<file path="src/rtl/minmax_reduce_nbit_pkg.sv">
// Shared types and encodings for the streaming min/max reducer.
package minmax_reduce_nbit_pkg;

    // Reducer control states.
    typedef enum logic [1:0] {
        ST_FIRST = 2'd0,   // awaiting element 0 of a vector
        ST_ACCUM = 2'd1,   // folding subsequent elements
        ST_DONE  = 2'd2    // holding the result for the sink
    } state_t;

    // Reduction mode encodings, as presented on the mode input.
    localparam logic MODE_MAX = 1'b0;
    localparam logic MODE_MIN = 1'b1;

endpackage

</file>
<file path="src/rtl/minmax_reduce_nbit_cmp.sv">
// Combinational WIDTH-bit greater-than comparator, signed or unsigned.
module cmp_nbit #(
    parameter int unsigned WIDTH  = 32,
    parameter bit          SIGNED = 1'b1
) (
    input  logic [WIDTH-1:0] a,
    input  logic [WIDTH-1:0] b,
    output logic             a_gt_b
);

    // Strict a > b under the selected number interpretation.
    always_comb begin
        if (SIGNED) a_gt_b = ($signed(a) > $signed(b));
        else        a_gt_b = (a > b);
    end

endmodule

</file>
<file path="src/rtl/minmax_reduce_nbit.sv">
// Streaming min/max reducer: folds a valid/ready element stream into one
// result per vector (extreme value, its index, index-overflow flag).
module minmax_reduce_nbit
    import minmax_reduce_nbit_pkg::*;
#(
    parameter int unsigned WIDTH     = 32,
    parameter int unsigned IDX_WIDTH = 16,
    parameter bit          SIGNED    = 1'b1
) (
    input  logic                 clk,
    input  logic                 rst,
    input  logic                 mode,
    input  logic                 in_valid,
    output logic                 in_ready,
    input  logic [WIDTH-1:0]     in_data,
    input  logic                 in_last,
    output logic                 out_valid,
    input  logic                 out_ready,
    output logic [WIDTH-1:0]     out_data,
    output logic [IDX_WIDTH-1:0] out_index,
    output logic                 out_ovf
);

    state_t               state;
    logic [WIDTH-1:0]     acc;
    logic [IDX_WIDTH-1:0] acc_idx;
    logic [IDX_WIDTH-1:0] cnt;
    logic                 mode_q;
    logic                 ovf;
    logic                 valid_q;

    logic [WIDTH-1:0]     cmp_a;
    logic [WIDTH-1:0]     cmp_b;
    logic                 win;
    logic                 cnt_sat;

    // Steer comparator operands: max tests in_data > acc, min tests acc > in_data.
    always_comb begin
        if (mode_q == MODE_MIN) begin
            cmp_a = acc;
            cmp_b = in_data;
        end else begin
            cmp_a = in_data;
            cmp_b = acc;
        end
    end

    cmp_nbit #(
        .WIDTH  (WIDTH),
        .SIGNED (SIGNED)
    ) u_cmp (
        .a      (cmp_a),
        .b      (cmp_b),
        .a_gt_b (win)
    );

    assign cnt_sat = &cnt;

    // Reducer FSM with counter, accumulator and registered result flag.
    always_ff @(posedge clk or posedge rst) begin
        if (rst) begin
            state   <= ST_FIRST;
            acc     <= '0;
            acc_idx <= '0;
            cnt     <= '0;
            mode_q  <= MODE_MAX;
            ovf     <= 1'b0;
            valid_q <= 1'b0;
        end else begin
            case (state)
                ST_FIRST: begin
                    if (in_valid) begin
                        acc     <= in_data;
                        acc_idx <= '0;
                        cnt     <= IDX_WIDTH'(1);
                        mode_q  <= mode;
                        ovf     <= 1'b0;
                        if (in_last) begin
                            state   <= ST_DONE;
                            valid_q <= 1'b1;
                        end else begin
                            state   <= ST_ACCUM;
                        end
                    end
                end
                ST_ACCUM: begin
                    if (in_valid) begin
                        // Strict win only, so ties keep the earliest index;
                        // a saturated counter pins later winners to all-ones.
                        if (win) begin
                            acc     <= in_data;
                            acc_idx <= cnt;
                        end
                        if (cnt_sat) ovf <= 1'b1;
                        else         cnt <= cnt + IDX_WIDTH'(1);
                        if (in_last) begin
                            state   <= ST_DONE;
                            valid_q <= 1'b1;
                        end
                    end
                end
                ST_DONE: begin
                    if (out_ready) begin
                        state   <= ST_FIRST;
                        valid_q <= 1'b0;
                    end
                end
                default: begin
                    state   <= ST_FIRST;
                    valid_q <= 1'b0;
                end
            endcase
        end
    end

    assign in_ready  = (state != ST_DONE);
    assign out_valid = valid_q;
    assign out_data  = acc;
    assign out_index = acc_idx;
    assign out_ovf   = ovf;

endmodule
</file>
<file path="config.mk">
export PLATFORM = sky130hd
export DESIGN_NAME = minmax_reduce_nbit
export DESIGN_NICKNAME = d
export VERILOG_FILES = /design/src/rtl/minmax_reduce_nbit_pkg.sv /design/src/rtl/minmax_reduce_nbit_cmp.sv /design/src/rtl/minmax_reduce_nbit.sv
export SDC_FILE = /design/constraint.sdc
export NUM_CORES = 1
export LEC_CHECK = 0
export ABC_AREA = 1
export CORE_UTILIZATION = 40
export CTS_CLUSTER_DIAMETER = 50
export DETAILED_ROUTE_END_ITERATION = 7
export PLACE_DENSITY_LB_ADDON = 0.12
export SETUP_SLACK_MARGIN = 0.1
export SLEW_MARGIN = 25
export SYNTH_ARGS = -nofsm -noshare
export SYNTH_HDL_FRONTEND = slang
export SYNTH_SLANG_ARGS = --single-unit
</file>
<file path="constraint.sdc">
create_clock -name clk -period 5.8 [get_ports clk]
set_input_delay 1.74 -clock clk [delete_from_list [all_inputs] [get_ports clk]]
set_output_delay 1.74 -clock clk [all_outputs]
set_load 0.01 [all_outputs]
</file>
== Yosys cells after proc, flatten, opt, wreduce, memory -nomap -nowiden ==
Index checks and enable logic that the tools add are counted.

* Input port bits: 38
* Output and inout port bits: 51
* Bits in registers: 69
* Logic and storage cells: 59

* Add/subtract/negate cells: 1
* Multiplexer cells: 28
* Eq/ne operators: 12
* Reduce and logical (&&, ||, !) cells: 10
* $lt $le $gt $ge: 1

{| class="wikitable"
|+ Operators by type and width
! cell !! count
|-
| $mux 32 || 5
|-
| $mux 16 || 6
|-
| $pmux 16 s2 || 2
|-
| $pmux 32 s2 || 1
|-
| $gt 32x32->1 || 1
|-
| $add 16x1->16 const B || 1
|-
| $reduce_and 16->1 || 1
|-
| $reduce_and 4->1 || 4
|-
| $ne 2x2->1 const B || 7
|-
| $mux 2 || 5
|-
| $mux 1 || 6
|-
| $ne 2x1->1 const B || 3
|-
| $pmux 2 s3 || 1
|-
| $pmux 1 s2 || 2
|-
| $reduce_and 3->1 || 1
|-
| $eq 2x1->1 const B || 1
|-
| $eq 2x2->1 const B || 1
|-
| $logic_not 2->1 || 1
|-
| $reduce_and 2->1 || 1
|-
| $reduce_bool 2->1 || 1
|-
| $reduce_or 2->1 || 1
|}

== Longest topological paths before layout ==
* Depth after elaboration: 5
* Gate-level depth with buffers: 25
* Depth with buffers taken out: 21

== Cells and area by module ==
Synthesis repeated with hierarchy kept, for this count alone.

* Cell total of the unflattened synthesis: 657
* Area total of the unflattened synthesis: 4596.9 um^2

{| class="wikitable"
|+ By module, submodules not included
! module !! cells an instance !! times used !! seq. area each (um^2) !! area each (um^2)
|-
| minmax_reduce_nbit || 509 || 1 || 1726.7 || 3698.5
|-
| cmp_nbit || 148 || 1 || 0.0 || 898.4
|}

== Worst setup path before layout ==
No wires, ideal clock.

* Kind: input to register
* From: in in_data[31]
* To: reg acc[23] (netlist: out_data[23])
* Buffers on the path: 2
* Path slack: 2378 ps
* Stages on the path: 17
* Data required time: 5683 ps
* Arrival: 3305 ps
* Setup time: 117 ps
* Cells stage by stage: inv_1 -> nand2_1 -> o21ai_0 -> ha_1 -> inv_1 -> a21oi_1 -> nand4_1 -> nor2_1 -> nand2_1 -> nand2_1 -> nand2_1 -> nand3_1 -> nand2_2 -> buf_4 -> buf_4 -> nand3_1 -> nand2_1

* Cells in the longest elaborated chain, start to end: 4
* Elaborated cells on any way between the ends: 5
* Classes of those cells: 1 x order compare; 1 x eq/ne; 2 x mux; 1 x reduce/logical

{| class="wikitable"
|+ Ends and longest elaborated chain
! item !! line !! source
|-
| start, declared || minmax_reduce_nbit.sv:15 || <nowiki>input logic [WIDTH-1:0] in_data,</nowiki>
|-
| $mux 32 || minmax_reduce_nbit.sv:39 || <nowiki>if (mode_q == MODE_MIN) begin</nowiki>
|-
| $gt 32x32->1 * || minmax_reduce_nbit_cmp.sv:13 || <nowiki>if (SIGNED) a_gt_b = ($signed(a) > $signed(b));</nowiki>
|-
| $ne 2x1->1 (no line) * || -- ||
|-
| $reduce_and 4->1 (no line) * || -- ||
|-
| end signal, assigned || minmax_reduce_nbit.sv:73 || <nowiki>acc <= in_data;</nowiki>
|-
| end signal, assigned || minmax_reduce_nbit.sv:91 || <nowiki>acc <= in_data;</nowiki>
|-
| end, declared || minmax_reduce_nbit.sv:25 || <nowiki>logic [WIDTH-1:0] acc;</nowiki>
|}

Mark *: on every way between the ends. The rest lies on a longest branch, timed or not.
A chain may end at the register's enable or synchronous reset.

== Worst setup path after layout ==
* From: in in_data[31]
* To: reg acc[16] (netlist: out_data[16])

The elaborated chain is that of the path after synthesis.

==> flow_summary_export.csv <==
group,metric,value,unit
timing,worstMarginPinSlew,963,ps
hold_path,hold_path.class,"reg -> reg",
cts,clk_latency,340,ps
route,wl_per_cell,13.2,microns
power,p_switching,1.07,mW
yosys,synth_edf_count,0,
critical_path,start_kind,"input pin",
critical_path,arrival,4610,ps
placement,hpwl,8060,microns
global_route,overflow,0,
critical_path,worst_path_most_repeated_cell,"nand2_1",
timing,timing.fmax,231,MHz
critical_path,slowest_delay,720,ps
global_route,grt_max_degree,78,
timing,holdWs,477,ps
cts,path_clk_slew,60,ps
run_status,outcome,"finished clean",
cts,holdBufCountCts,0,
critical_path,path_max_fanout,48,
route,wirelength,11600,microns
global_route,grt_pass1_vias,4189,
global_route,grt_usage,21.1,%
route,dr.pass1.iters,5,
die,core,11000,sq um
timing,setup_viol,0,
cts,cts.repair.resized,0,
yosys,ys.warnings.count,0,
die,num_rows,38,
hold_path,min_from,"out_index[1]$_DFFE_PP0P_",
yosys,asyncSetResetFlopFracSynth,100,%
cts,cts_tree,"built",
global_route,grt_antenna_before_repair,0,
critical_path,r2r_setup_slack,2130,ps
power,p_total,2.57,mW
die,dieArea,11900,sq um
layout,antennaDiodeCount,0,
placement,port_buffers,88,
yosys,synth_fp_nets,734,
placement,dpl_worst_slack,1050,ps
yosys,yosysUniqueCellTypes,29,
timing,period_needed,4340,ps
die,die_width,109,microns
layout,final_layout_size_suffix_gt1_share,4.32,%
power,clock_power_share,21.4,%
placement,routabilityCongestion,0.873,
timing,maxSlewHeadroom,35.6,%
timing,slew_violations,0,
cts,clockBufferDepth,2,
power,p_leak,2.83,nW
global_route,grt_pass1_wl,19500,microns
cts,ctsHtreeMaxLevel,3,
route,vias,4460,
yosys,yosysTopAreaCellShare,37.5,%
route,drc,0,
power,vdd_drop_max,0.000227,V
cts,root_buffer,"clkbuf_16",
power,switching_share,41.9,%
layout,utilization,52.9,%
critical_path,endpoint_kind,"flip-flop",
yosys,synth.avg_cell_area,6.93,sq um
critical_path,crit_type,"in -> reg",
timing,fin_skew,6.49,ps
layout,synthToLayoutAreaGrowth,26.9,%
cts,cts_buffers,9,
critical_path,reg2reg_depth,15,
timing,hold_viol,0,
cts,clock_sinks,69,
power,p_seq_share,30.9,%
cts,cts_setup_buffers,0,
job,drv_cap,0,
yosys,synth-seq-cells,69,
die,start_util,41.7,%
yosys,yosys-top-cells-count,"nand2_1 (224), o21ai_0 (80), dfrtp_1 (69)",
critical_path,cp_cell_sequence,"clkdlybuf4s50_1, inv_1, nand2_1, o21ai_0, ha_1, inv_1, a21oi_1, nand4_1, nor2_1, nand2_1, nand2_1, nand2_1, nand3_1, nand2_2, nand2_2, nand2_1, nand2_1",
power,p_comb_share,47.7,%
yosys,synth_area_leaders,"dfrtp_1 (38%), nand2_1 (18%), ha_1 (8.7%), o21ai_0 (8.7%), nand3_1 (7.0%)",
hold_path,whs_path_depth,2,
critical_path,rr_endpoint,"out_data[16]$_DFFE_PP0P_",
route,antenna_left,0,
yosys,synth_top_area_cell,"dfrtp_1",
die,io_pins,89,
die,fp.dieH,109,microns
power,internal_power,1.49,mW
critical_path,worstPathRequired,6070,ps
yosys,syn_area,4600,sq um
route,vias_per_cell,5.06,
critical_path,crit_slowest_cell,"nand2_2",
yosys,syn_inst,664,
timing,setup_tns,0,ps
route,drtIter0Drc,206,
layout,final_nets,806,
critical_path,r2r_start,"mode_q$_DFFE_PP0P_",
timing,rsz0062_at_grt,"false",
hold_path,min_to,"out_index[1]$_DFFE_PP0P_",
timing,setup_slack,1460,ps
yosys,synth_most_common_cell,"nand2_1",
yosys,seq_area_frac_synth,37.5,%
yosys,synth_ff_type,"dfrtp_1",
power,p_per_area,439,nW/um^2
timing,min_period_over_period,74.8,%
==> per-stage QoR <==
stage               area [sq um]  std cells
finish                      5840        881
global route                5840        881
CTS                         5840        881
detailed placement          5540        865
global placement            5540        865
floorplan                   4600        664
==> placed cells by master (no fill, tap or decap), types with 4 or more instances in the layout <==
| cell | Yosys | final |
|---|---|---|
| a21oi_1 | 16 | 16 |
| buf_4 | 3 | 4 |
| clkbuf_16 | 0 | 9 |
| clkdlybuf4s50_1 | 0 | 88 |
| dfrtp_1 | 69 | 68 |
| ha_1 | 32 | 32 |
| inv_1 | 67 | 66 |
| nand2_1 | 224 | 224 |
| nand3_1 | 64 | 64 |
| nand4_1 | 11 | 11 |
| nor2_1 | 37 | 36 |
| nor3_1 | 6 | 6 |
| o21ai_0 | 80 | 80 |
| xor2_1 | 5 | 5 |
==> worst max-delay path, delay by kind of cell <==
family	cells	cell delay [ps]
buf+inv	3	660
simple gates	11	1600
compound gates	2	200
fa+ha+maj	1	370
==> layer usage <==
layer	global-route usage (%)	vias to the layer above	routed length [microns]
li1	-	2297	-
met1	25.0	2068	5050
met2	37.1	88	5970
met3	5.08	7	470
met4	7.33	0	117
met5	0	-	0
==> worst max path at each step <==
stage,from,to,cells past startpoint,slack [ps]
floorplan,rst,cnt[0]$_DFFE_PP0P_,1,2320
global placement,in_data[31],out_data[20]$_DFFE_PP0P_,17,1090
detailed placement,in_data[31],out_data[2]$_DFFE_PP0P_,17,1050
CTS,in_data[31],out_data[2]$_DFFE_PP0P_,17,1410
global route,in_data[31],out_index[5]$_DFFE_PP0P_,17,1100
finish,in_data[31],out_data[16]$_DFFE_PP0P_,17,1460
==> power by group through the flow <==
stage	registers, mW	logic [mW]	clock network [mW]
after detailed placement	0.798	1.24	0
after global placement	0.792	1.21	0
final	0.793	1.22	0.549
after floorplan	0.787	0.796	0
after CTS	0.791	1.24	0.564
after global routing	0.821	1.41	0.581
==> flip-flops by register name, summed over array words and instances, names as in the netlist <==
name / flops
cnt: 16
out_valid: 1
out_index: 16
mode_q: 1
state: 2
out_ovf: 1
out_data: 32
==> cell families after synthesis <==
| logic type | share of synthesized area [%] |
|---|---|
| AOI/OAI and AO/OA | 11.5 |
| xor gates and xnor gates | 0.952 |
| adders and majority gates | 8.70 |
| buffers and inverters | 9.11 |
| DFF | 37.5 |
| and+or+nand+nor | 32.2 |
==> cell type report <==
cell class                 count  area, sq um
sequential                    69         1730
tap                          140          175
inverter                      70          263
fill                        1070         5190
timing repair buffer          92          911
multi-input combinational    494         2460
clock inverter                 4         31.3
clock buffer                  12          267
Power figures use the tool's default switching activity.
